[src/rtl/dbus_result_responder.sv]
// Memory-mapped result responder on the CPU data bus: a RESULT register, a push FIFO
// drained into RESULT by a hold-timed FSM, STATUS/CTRL registers and an overflow irq.
module dbus_result_responder #(
   parameter logic [31:0] BASE_ADDR   = 32'h1000_0000,
   parameter int          FIFO_DEPTH  = 8,
   parameter int          HOLD_CYCLES = 4
) (
   input  logic        clk,
   input  logic        rst,
   input  logic        ce,
   input  logic        we,
   input  logic [31:0] addr,
   input  logic [3:0]  sel,
   input  logic [31:0] data_i,
   output logic [31:0] data_o,
   output logic [31:0] result,
   output logic        irq
);

   localparam int PW = $clog2(FIFO_DEPTH);
   localparam int CW = $clog2(FIFO_DEPTH + 1);
   localparam int HW = (HOLD_CYCLES > 1) ? $clog2(HOLD_CYCLES) : 1;

   localparam logic [1:0] OFF_RESULT = 2'd0;
   localparam logic [1:0] OFF_PUSH   = 2'd1;
   localparam logic [1:0] OFF_STATUS = 2'd2;
   localparam logic [1:0] OFF_CTRL   = 2'd3;

   typedef enum logic {ST_IDLE, ST_HOLD} state_t;

   state_t        state_reg;
   logic [HW-1:0] hold_cnt_reg;
   logic [31:0]   result_reg;
   logic [31:0]   fifo_mem [FIFO_DEPTH];
   logic [PW-1:0] rd_ptr_reg;
   logic [PW-1:0] wr_ptr_reg;
   logic [CW-1:0] count_reg;
   logic          ovf_reg;
   logic          drain_en_reg;
   logic          irq_en_reg;

   logic          hit, wr, rd;
   logic [1:0]    off;
   logic          rw0, push_req, fifo_empty, fifo_full;
   logic          pop, push_ok, ovf_set, ovf_clr, ctrl_wr;
   logic [31:0]   head;
   logic [31:0]   result_wr;
   logic [3:0]    count_status;
   logic          unused_addr_bits;

   assign hit = ce && (addr[31:4] == BASE_ADDR[31:4]);
   assign wr  = hit && we;
   assign rd  = hit && !we;
   assign off = addr[3:2];
   assign unused_addr_bits = ^addr[1:0];

   assign rw0      = wr && (off == OFF_RESULT);
   assign push_req = wr && (off == OFF_PUSH) && (sel == 4'hF);
   assign ctrl_wr  = wr && (off == OFF_CTRL) && sel[0];
   assign ovf_clr  = wr && (off == OFF_STATUS) && sel[0] && data_i[2];

   assign fifo_empty   = (count_reg == '0);
   assign fifo_full    = (count_reg == CW'(FIFO_DEPTH));
   assign head         = fifo_mem[rd_ptr_reg];
   assign count_status = 4'(count_reg);

   // A CPU write to RESULT takes priority; the pop simply waits one cycle.
   assign pop     = drain_en_reg && !fifo_empty && !rw0 &&
                    ((state_reg == ST_IDLE) || (hold_cnt_reg == '0));
   assign push_ok = push_req && (!fifo_full || pop);
   assign ovf_set = push_req && fifo_full && !pop;

   generate
      for (genvar gi = 0; gi < 4; gi++) begin : g_byte_wr
         assign result_wr[gi*8 +: 8] = sel[gi] ? data_i[gi*8 +: 8] : result_reg[gi*8 +: 8];
      end
   endgenerate

   always_ff @(posedge clk) begin
      if (push_ok) begin
         fifo_mem[wr_ptr_reg] <= data_i;
      end
   end

   always_ff @(posedge clk) begin
      if (rst) begin
         state_reg    <= ST_IDLE;
         hold_cnt_reg <= '0;
         result_reg   <= '0;
         rd_ptr_reg   <= '0;
         wr_ptr_reg   <= '0;
         count_reg    <= '0;
         ovf_reg      <= 1'b0;
         drain_en_reg <= 1'b1;
         irq_en_reg   <= 1'b0;
      end else begin
         if (push_ok) begin
            wr_ptr_reg <= wr_ptr_reg + PW'(1);
         end
         if (pop) begin
            rd_ptr_reg <= rd_ptr_reg + PW'(1);
         end
         case ({push_ok, pop})
            2'b10:   count_reg <= count_reg + CW'(1);
            2'b01:   count_reg <= count_reg - CW'(1);
            default: count_reg <= count_reg;
         endcase

         if (ovf_set) begin
            ovf_reg <= 1'b1;
         end else if (ovf_clr) begin
            ovf_reg <= 1'b0;
         end

         if (ctrl_wr) begin
            drain_en_reg <= data_i[0];
            irq_en_reg   <= data_i[1];
         end

         if (rw0) begin
            result_reg <= result_wr;
         end

         case (state_reg)
            ST_IDLE: begin
               if (pop) begin
                  result_reg   <= head;
                  hold_cnt_reg <= HW'(HOLD_CYCLES - 1);
                  state_reg    <= ST_HOLD;
               end
            end
            ST_HOLD: begin
               if (hold_cnt_reg != '0) begin
                  hold_cnt_reg <= hold_cnt_reg - HW'(1);
               end else if (pop) begin
                  result_reg   <= head;
                  hold_cnt_reg <= HW'(HOLD_CYCLES - 1);
               end else begin
                  state_reg <= ST_IDLE;
               end
            end
            default: state_reg <= ST_IDLE;
         endcase
      end
   end

   always_comb begin
      data_o = '0;
      if (rd) begin
         case (off)
            OFF_RESULT: data_o = result_reg;
            OFF_PUSH:   data_o = fifo_empty ? 32'h0 : head;
            OFF_STATUS: data_o = {24'b0, count_status, 1'b0, ovf_reg, fifo_full, fifo_empty};
            OFF_CTRL:   data_o = {30'b0, irq_en_reg, drain_en_reg};
            default:    data_o = '0;
         endcase
      end
   end

   assign result = result_reg;
   assign irq    = irq_en_reg & ovf_reg;

endmodule

[config.mk]
export PLATFORM = sky130hd
export DESIGN_NAME = dbus_result_responder
export DESIGN_NICKNAME = d
export VERILOG_FILES = /design/src/rtl/dbus_result_responder.sv
export SDC_FILE = /design/constraint.sdc
export NUM_CORES = 1
export LEC_CHECK = 0
export ABC_AREA = 1
export CORE_MARGIN = 2
export CORE_UTILIZATION = 40
export CTS_BUF_LIST = sky130_fd_sc_hd__clkbuf_16
export DETAILED_ROUTE_END_ITERATION = 12
export PLACE_DENSITY_LB_ADDON = 0.1
export SETUP_SLACK_MARGIN = 0.02
export SYNTH_ARGS = -nofsm -noshare
export SYNTH_HDL_FRONTEND = slang
export SYNTH_SLANG_ARGS = --single-unit
[constraint.sdc]
create_clock -name clk -period 6.52 [get_ports clk]
set_input_delay 1.304 -clock clk [delete_from_list [all_inputs] [get_ports clk]]
set_output_delay 1.304 -clock clk [all_outputs]
set_load 0.05 [all_outputs]
==> results.py, run 1 <==
metrics = {
    "outcome": {
        "outcome": "finished clean",
    },
    "place": {
        "port_buffers": 134,
        "postPlaceCellArea_mm2": 0.0148,
        "hpwl_um": 19800,
        "routabilityCongestion": 0.758,
        "dp_cells": 1753,
    },
    "die": {
        "rows": 66,
        "die_height_um": 184,
        "die_area_mm2": 0.0340,
        "core_area_mm2": 0.0323,
        "ios": 137,
        "die_w_um": 184,
        "initial_core_util": 0.403,
    },
    "power_and_ir_drop": {
        "vdd.ir_drop.worst_mv": 0.221,
        "power_frac_seq": 0.394,
        "clkPwrFrac": 0.315,
        "p_switching_mw": 2.10,
        "leakagePower_nw": 5.54,
        "p_int_mw": 3.96,
        "total_power_mw": 6.06,
        "power_density_mw_per_mm2": 380,
        "power_frac_comb": 0.292,
        "sw_frac_of_total": 0.346,
    },
    "worst_setup_path": {
        "start_kind": "primary input",
        "required_ns": 5.22,
        "end_kind": "primary output",
        "worst-setup-path-type": "in -> out",
        "cp_data_arrival_time_ns": 4.10,
        "rr_startpoint": "count_reg[1]$_SDFFE_PP0P_",
        "crit_path_max_fanout": 7,
        "reg2reg_slack_ns": 3.27,
        "reg2reg_depth": 17,
        "reg2reg_to": "count_reg[3]$_SDFFE_PP0P_",
    },
    "logic_synthesis": {
        "synth.distinct_cells": 36,
        "synth-edff-count": 256,
        "yosys_warnings": 0,
        "syn_avg_cell_area_um2": 10.6,
        "synth_area_mm2": 0.0130,
        "ys_seq_area_frac": 0.670,
        "syn-num-nets": 1303,
        "ys.flop_type": "edfxtp_1",
        "ys_seq_elements": 307,
        "syn_inst": 1226,
        "ys_async_sr_fraction": 0,
    },
    "sta": {
        "finalClockSkew_ns": 0.0103,
        "slew_viol_final": 0,
        "setup-violations-final": 0,
        "timing.slew.headroom": 0.283,
        "tns_ns": 0,
        "worstMarginPinSlew_ns": 1.07,
        "period_needed_ns": 5.40,
        "max_clock_freq_mhz": 185,
        "timing.final.crit_share": 0.829,
        "hold_viol": 0,
        "rsz0062_at_grt": "no",
    },
    "clocking": {
        "insertion_delay_ns": 0.51,
        "cts-resized-gates": 0,
        "h-tree-depth": 2,
        "cts_buffer_depth": 3,
        "clock-sinks": 307,
        "cts_hold_buf": 0,
        "cts_setup_buffers": 0,
        "path_clk_slew_ns": 0.06,
        "cts_root_buffer": "clkbuf_16",
        "cts_tree": "done",
        "cts_buffers": 35,
    },
    "routing": {
        "drt_pass1_iterations": 5,
        "drc": 0,
        "drt_iter0_drc": 671,
        "routed-via-count": 9343,
        "final_antenna_net_count": 0,
        "wl_um": 33800,
        "wl_per_cell_um": 18.6,
        "vias_per_cell": 5.14,
    },
    "final_layout": {
        "largest_register_ffs": 256,
        "area_delta_synth_final_pct": 22.5,
        "final_cells": 1817,
        "drive_gt1_frac": 0.0713,
        "utilization": 0.493,
        "multi_input_area_mm2": 0.00374,
        "nNetsFinal": 1425,
        "stdcell_area_mm2": 0.0159,
        "fillerInstances": 2965,
        "final-seq-area_mm2": 0.00871,
    },
    "hold_path": {
        "hp-class": "reg -> reg",
        "whs_path_depth": 2,
        "hp-start": "rd_ptr_reg[1]$_SDFFE_PP0N_",
    },
    "global_routing": {
        "grt_pass1_vias": 9047,
        "antenna_found_initial": 1,
        "grt_max_degree": 85,
        "grtUsageTotal": 0.201,
        "grt_pass1_wl_um": 51900,
        "overflow": 0,
    },
    "flow_run": {
        "drv_cap": 0,
    },
}
[cell usage after synthesis, types with 2 or more instances]
library cell | n | area share
nand3_1 | 11 | 0.0042
o21ai_1 | 33 | 0.013
nor3_1 | 10 | 0.0038
buf_2 | 16 | 0.0062
edfxtp_1 | 256 | 0.59
nand3_2 | 2 | 0.0015
nand2_1 | 200 | 0.058
o22ai_1 | 64 | 0.031
a21oi_1 | 76 | 0.029
ha_1 | 4 | 0.0038
o21ai_0 | 179 | 0.069
nor2_4 | 5 | 0.0043
nand3_4 | 2 | 0.0027
a221oi_1 | 3 | 0.0020
clkinv_1 | 2 | 0.00058
nor2_1 | 164 | 0.047
mux2i_1 | 5 | 0.0038
buf_6 | 5 | 0.0043
nand4_1 | 4 | 0.0019
inv_1 | 68 | 0.020
clkbuf_1 | 50 | 0.014
dfxtp_1 | 51 | 0.079
buf_1 | 3 | 0.00087
[routing by layer]
layer,track usage,vias to the layer above,share of wire
met5,0,-,0
met4,0.0579,0,0.021
met3,0.0285,46,0.045
met2,0.338,209,0.49
met1,0.272,4526,0.45
li1,-,4562,-
[critical path: stages]
cell	delay, ns
clkdlybuf4s50_1	0.45
inv_1	0.03
nor2_1	0.12
nand2_1	0.06
nor2_1	0.09
nand2_1	0.09
nor2_4	0.16
nand2_1	0.38
inv_1	0.30
o21ai_0	0.12
a21oi_1	0.16
clkdlybuf4s50_1	0.82
[power groups by stage]
stage / registers [mW] / logic [mW] / clock network (mW)
2_1_floorplan: 2.60 / 1.08 / 0
3_3_place_gp: 2.42 / 1.75 / 0
3_5_place_dp: 2.43 / 1.77 / 0
4_1_cts: 2.39 / 1.78 / 1.95
5_1_grt: 2.41 / 1.97 / 2.04
6_report: 2.38 / 1.77 / 1.91
[worst max-delay path by stage]
stage / from / to / slack [ns] / cells past startpoint
after floorplan: addr[5] / fifo_mem[3][0]$_DFFE_PP_ / 1.47 / 10
after global placement: addr[28] / data_o[13] / 1.17 / 11
after detailed placement: addr[28] / data_o[0] / 1.14 / 12
after CTS: addr[28] / data_o[0] / 1.14 / 12
after global routing: addr[15] / data_o[0] / 0.99 / 11
final: addr[28] / data_o[0] / 1.12 / 12
[per-stage QoR]
step	setup WS [ns]	hold WS [ns]
after global routing	0.987	0.503
after detailed placement	1.14	0.459
final	1.12	0.478
after global placement	1.17	0.448
after CTS	1.14	0.478
after floorplan	1.47	0.440
[cells by family after synthesis]
kind of cell / count (synthesis) / share of synthesized area
fa+ha+maj: 5 / 0.00539
compound gates: 358 / 0.146
flops: 307 / 0.670
buf+inv: 145 / 0.0463
xor+xnor: 3 / 0.00260
simple gates: 403 / 0.127
mux: 5 / 0.00385
[area by class of cell]
class,instances,share of cell area
inverters,71,0.0168
flip-flops and latches,307,0.547
clock buffers,36,0.0565
repair buffers,159,0.0960
diodes,1,0.000157
clock inverters,27,0.0142
multi-input cells,774,0.235
well taps,442,0.0347
[cell usage in the layout, fill, tap and decap left out, types with 8 or more instances in the layout]
cell type        Yosys  final
edfxtp_1           256    256
dfxtp_1             51     49
a21oi_1             76     76
clkdlybuf4s50_1      0    134
nand2_1            200    200
o22ai_1             64     64
buf_4                0     25
o21ai_0            179    179
nand3_1             11     11
clkinv_1             2      8
nor2_1             164    163
o21ai_1             33     33
nor3_2               0      9
clkbuf_16            0     36
inv_1               68     80
No activity file was read; power rests on OpenSTA's default activity.
==> run 2: changes to the inputs <==
clock period = 4.5 ns   (was 6.52 ns; I/O delays follow)
==> run 2 against run 1 <==
Routed wire length is 1.2% higher. Via count is 0.74% higher. Global-route usage is 0.061 points lower. Combinational power is 48% higher. Sequential power is 43% higher. Non-clock buffer count is 6 higher. Power is 41% higher. Final cell count is 0.22% higher. Clock skew is 0.012 ns higher. Worst hold slack worse by 0.020 ns. Die area stayed put.
==> results.py, run 2 (synthesis results as in run 1) <==
metrics = {
    "routing": {
        "wl_per_cell_um": 18.8,
        "vias_per_cell": 5.17,
        "routed-via-count": 9412,
        "drt_iter0_drc": 754,
        "drc": 0,
        "final_antenna_net_count": 0,
        "wl_um": 34300,
        "drt_pass1_iterations": 5,
    },
    "final_layout": {
        "final_cells": 1821,
        "nNetsFinal": 1431,
        "multi_input_area_mm2": 0.00375,
        "n_antenna_cell": 0,
        "drive_gt1_frac": 0.0979,
        "fillerInstances": 2947,
        "final-seq-area_mm2": 0.00871,
        "final_common_cell": "edfxtp_1",
        "area_delta_synth_final_pct": 24.7,
        "final_cell_mix": "edfxtp_1, nand2_1, o21ai_0, nor2_1, clkdlybuf4s50_1",
        "stdcell_area_mm2": 0.0162,
        "largest_register_ffs": 256,
        "utilization": 0.502,
    },
    "clocking": {
        "insertion_delay_ns": 0.50,
        "cts_buffer_depth": 3,
        "cts_setup_buffers": 0,
        "cts_tree": "done",
        "cts_hold_buf": 0,
        "h-tree-depth": 2,
        "path_clk_slew_ns": 0.06,
        "cts-resized-gates": 0,
        "clock-sinks": 307,
        "cts_root_buffer": "clkbuf_16",
        "cts_buffers": 35,
    },
    "sta": {
        "timing.slew.headroom": 0.255,
        "timing.final.crit_share": 0.902,
        "hold_viol": 0,
        "setup-violations-final": 0,
        "setup_slack_ns": 0.439,
        "slew_viol_final": 0,
        "finalClockSkew_ns": 0.0224,
        "worstMarginPinSlew_ns": 1.11,
        "max_clock_freq_mhz": 246,
        "whs_ns": 0.458,
        "rsz0062_at_grt": "no",
        "tns_ns": 0,
        "period_needed_ns": 4.06,
    },
    "worst_setup_path": {
        "crit_top_cell": "nand2_1",
        "crit_slowest_cell": "clkdlybuf4s50_1",
        "cp_data_arrival_time_ns": 3.16,
        "path_cells": "clkdlybuf4s50_1 > inv_1 > nor2_1 > nand2_1 > nor2_1 > nand2_1 > nor2_4 > nand2_1 > inv_1 > o21ai_0 > a21oi_1 > buf_12",
        "worst-setup-path-type": "in -> out",
        "end_kind": "primary output",
        "slowest_delay_ns": 0.46,
        "crit_path_max_fanout": 7,
        "required_ns": 3.60,
        "start_kind": "primary input",
    },
    "global_routing": {
        "grt_pass1_wl_um": 51200,
        "grt_pass1_vias": 8663,
        "grtUsageTotal": 0.201,
        "antenna_found_initial": 0,
        "overflow": 0,
        "grt_max_degree": 87,
    },
    "place": {
        "postPlaceCellArea_mm2": 0.0152,
        "pre_cts_ws_ns": 0.473,
        "routabilityCongestion": 0.747,
        "dp_cells": 1759,
        "port_buffers": 134,
        "hpwl_um": 19900,
    },
    "die": {
        "core_area_mm2": 0.0323,
        "die_area_mm2": 0.0340,
        "ios": 137,
        "initial_core_util": 0.403,
        "die_w_um": 184,
        "die_height_um": 184,
        "rows": 66,
    },
    "power_and_ir_drop": {
        "power_density_mw_per_mm2": 528,
        "total_power_mw": 8.57,
        "leakagePower_nw": 5.68,
        "vdd.ir_drop.worst_mv": 0.378,
    },
    "flow_run": {
        "drv_cap": 0,
    },
    "outcome": {
        "outcome": "finished clean",
    },
    "hold_path": {
        "hp-class": "reg -> reg",
    },
}
==> run 2: cell count changes in the layout (fill, tap and decap cells not counted), sizes merged, moves of 2 or more <==
cell           previous run  this run
buf                      25        63
clkdlybuf4s50           134       102
clkinv                   12        14
bufinv                    4         1
==> run 2: cell type report <==
type / count / share of cell area
Timing Repair Buffer: 165 / 0.118
Tap cell: 442 / 0.0341
Inverter: 71 / 0.0165
Clock buffer: 35 / 0.0540
Sequential cell: 307 / 0.537
Multi-Input combinational cell: 774 / 0.231
Clock inverter: 27 / 0.00879
==> run 2: power breakdown <==
group	switching (mW)	total, mW	internal, mW
registers	0.172	3.41	3.24
logic	1.78	2.62	0.838
clock network	1.08	2.54	1.46
==> run 2: critical path: cells and delay by family <==
| family | cells | cell delay (ns) |
|---|---|---|
| AND/OR/NAND/NOR | 6 | 0.89 |
| buffers and inverters | 4 | 1.00 |
| AO/OA/AOI/OAI | 2 | 0.38 |
==> run 2: path summary, 6_finish.rpt <==
kind              slack, ns  cells past startpoint                        from                         to
setup reg to reg       1.93                     16   count_reg[1]$_SDFFE_PP0P_  count_reg[3]$_SDFFE_PP0P_
hold reg to reg        0.46                      2  rd_ptr_reg[1]$_SDFFE_PP0N_                  flip-flop
hold / removal         0.46                      2  rd_ptr_reg[1]$_SDFFE_PP0N_                  flip-flop
setup / recovery       0.44                     12                    addr[28]                  data_o[0]
==> run 2: per-layer routing <==
metal	track usage	wire, um	up-vias
met5	0	0	-
met4	0.0509	630	0
met3	0.0288	1620	41
met2	0.329	16400	241
met1	0.282	15600	4563
li1	-	-	4567
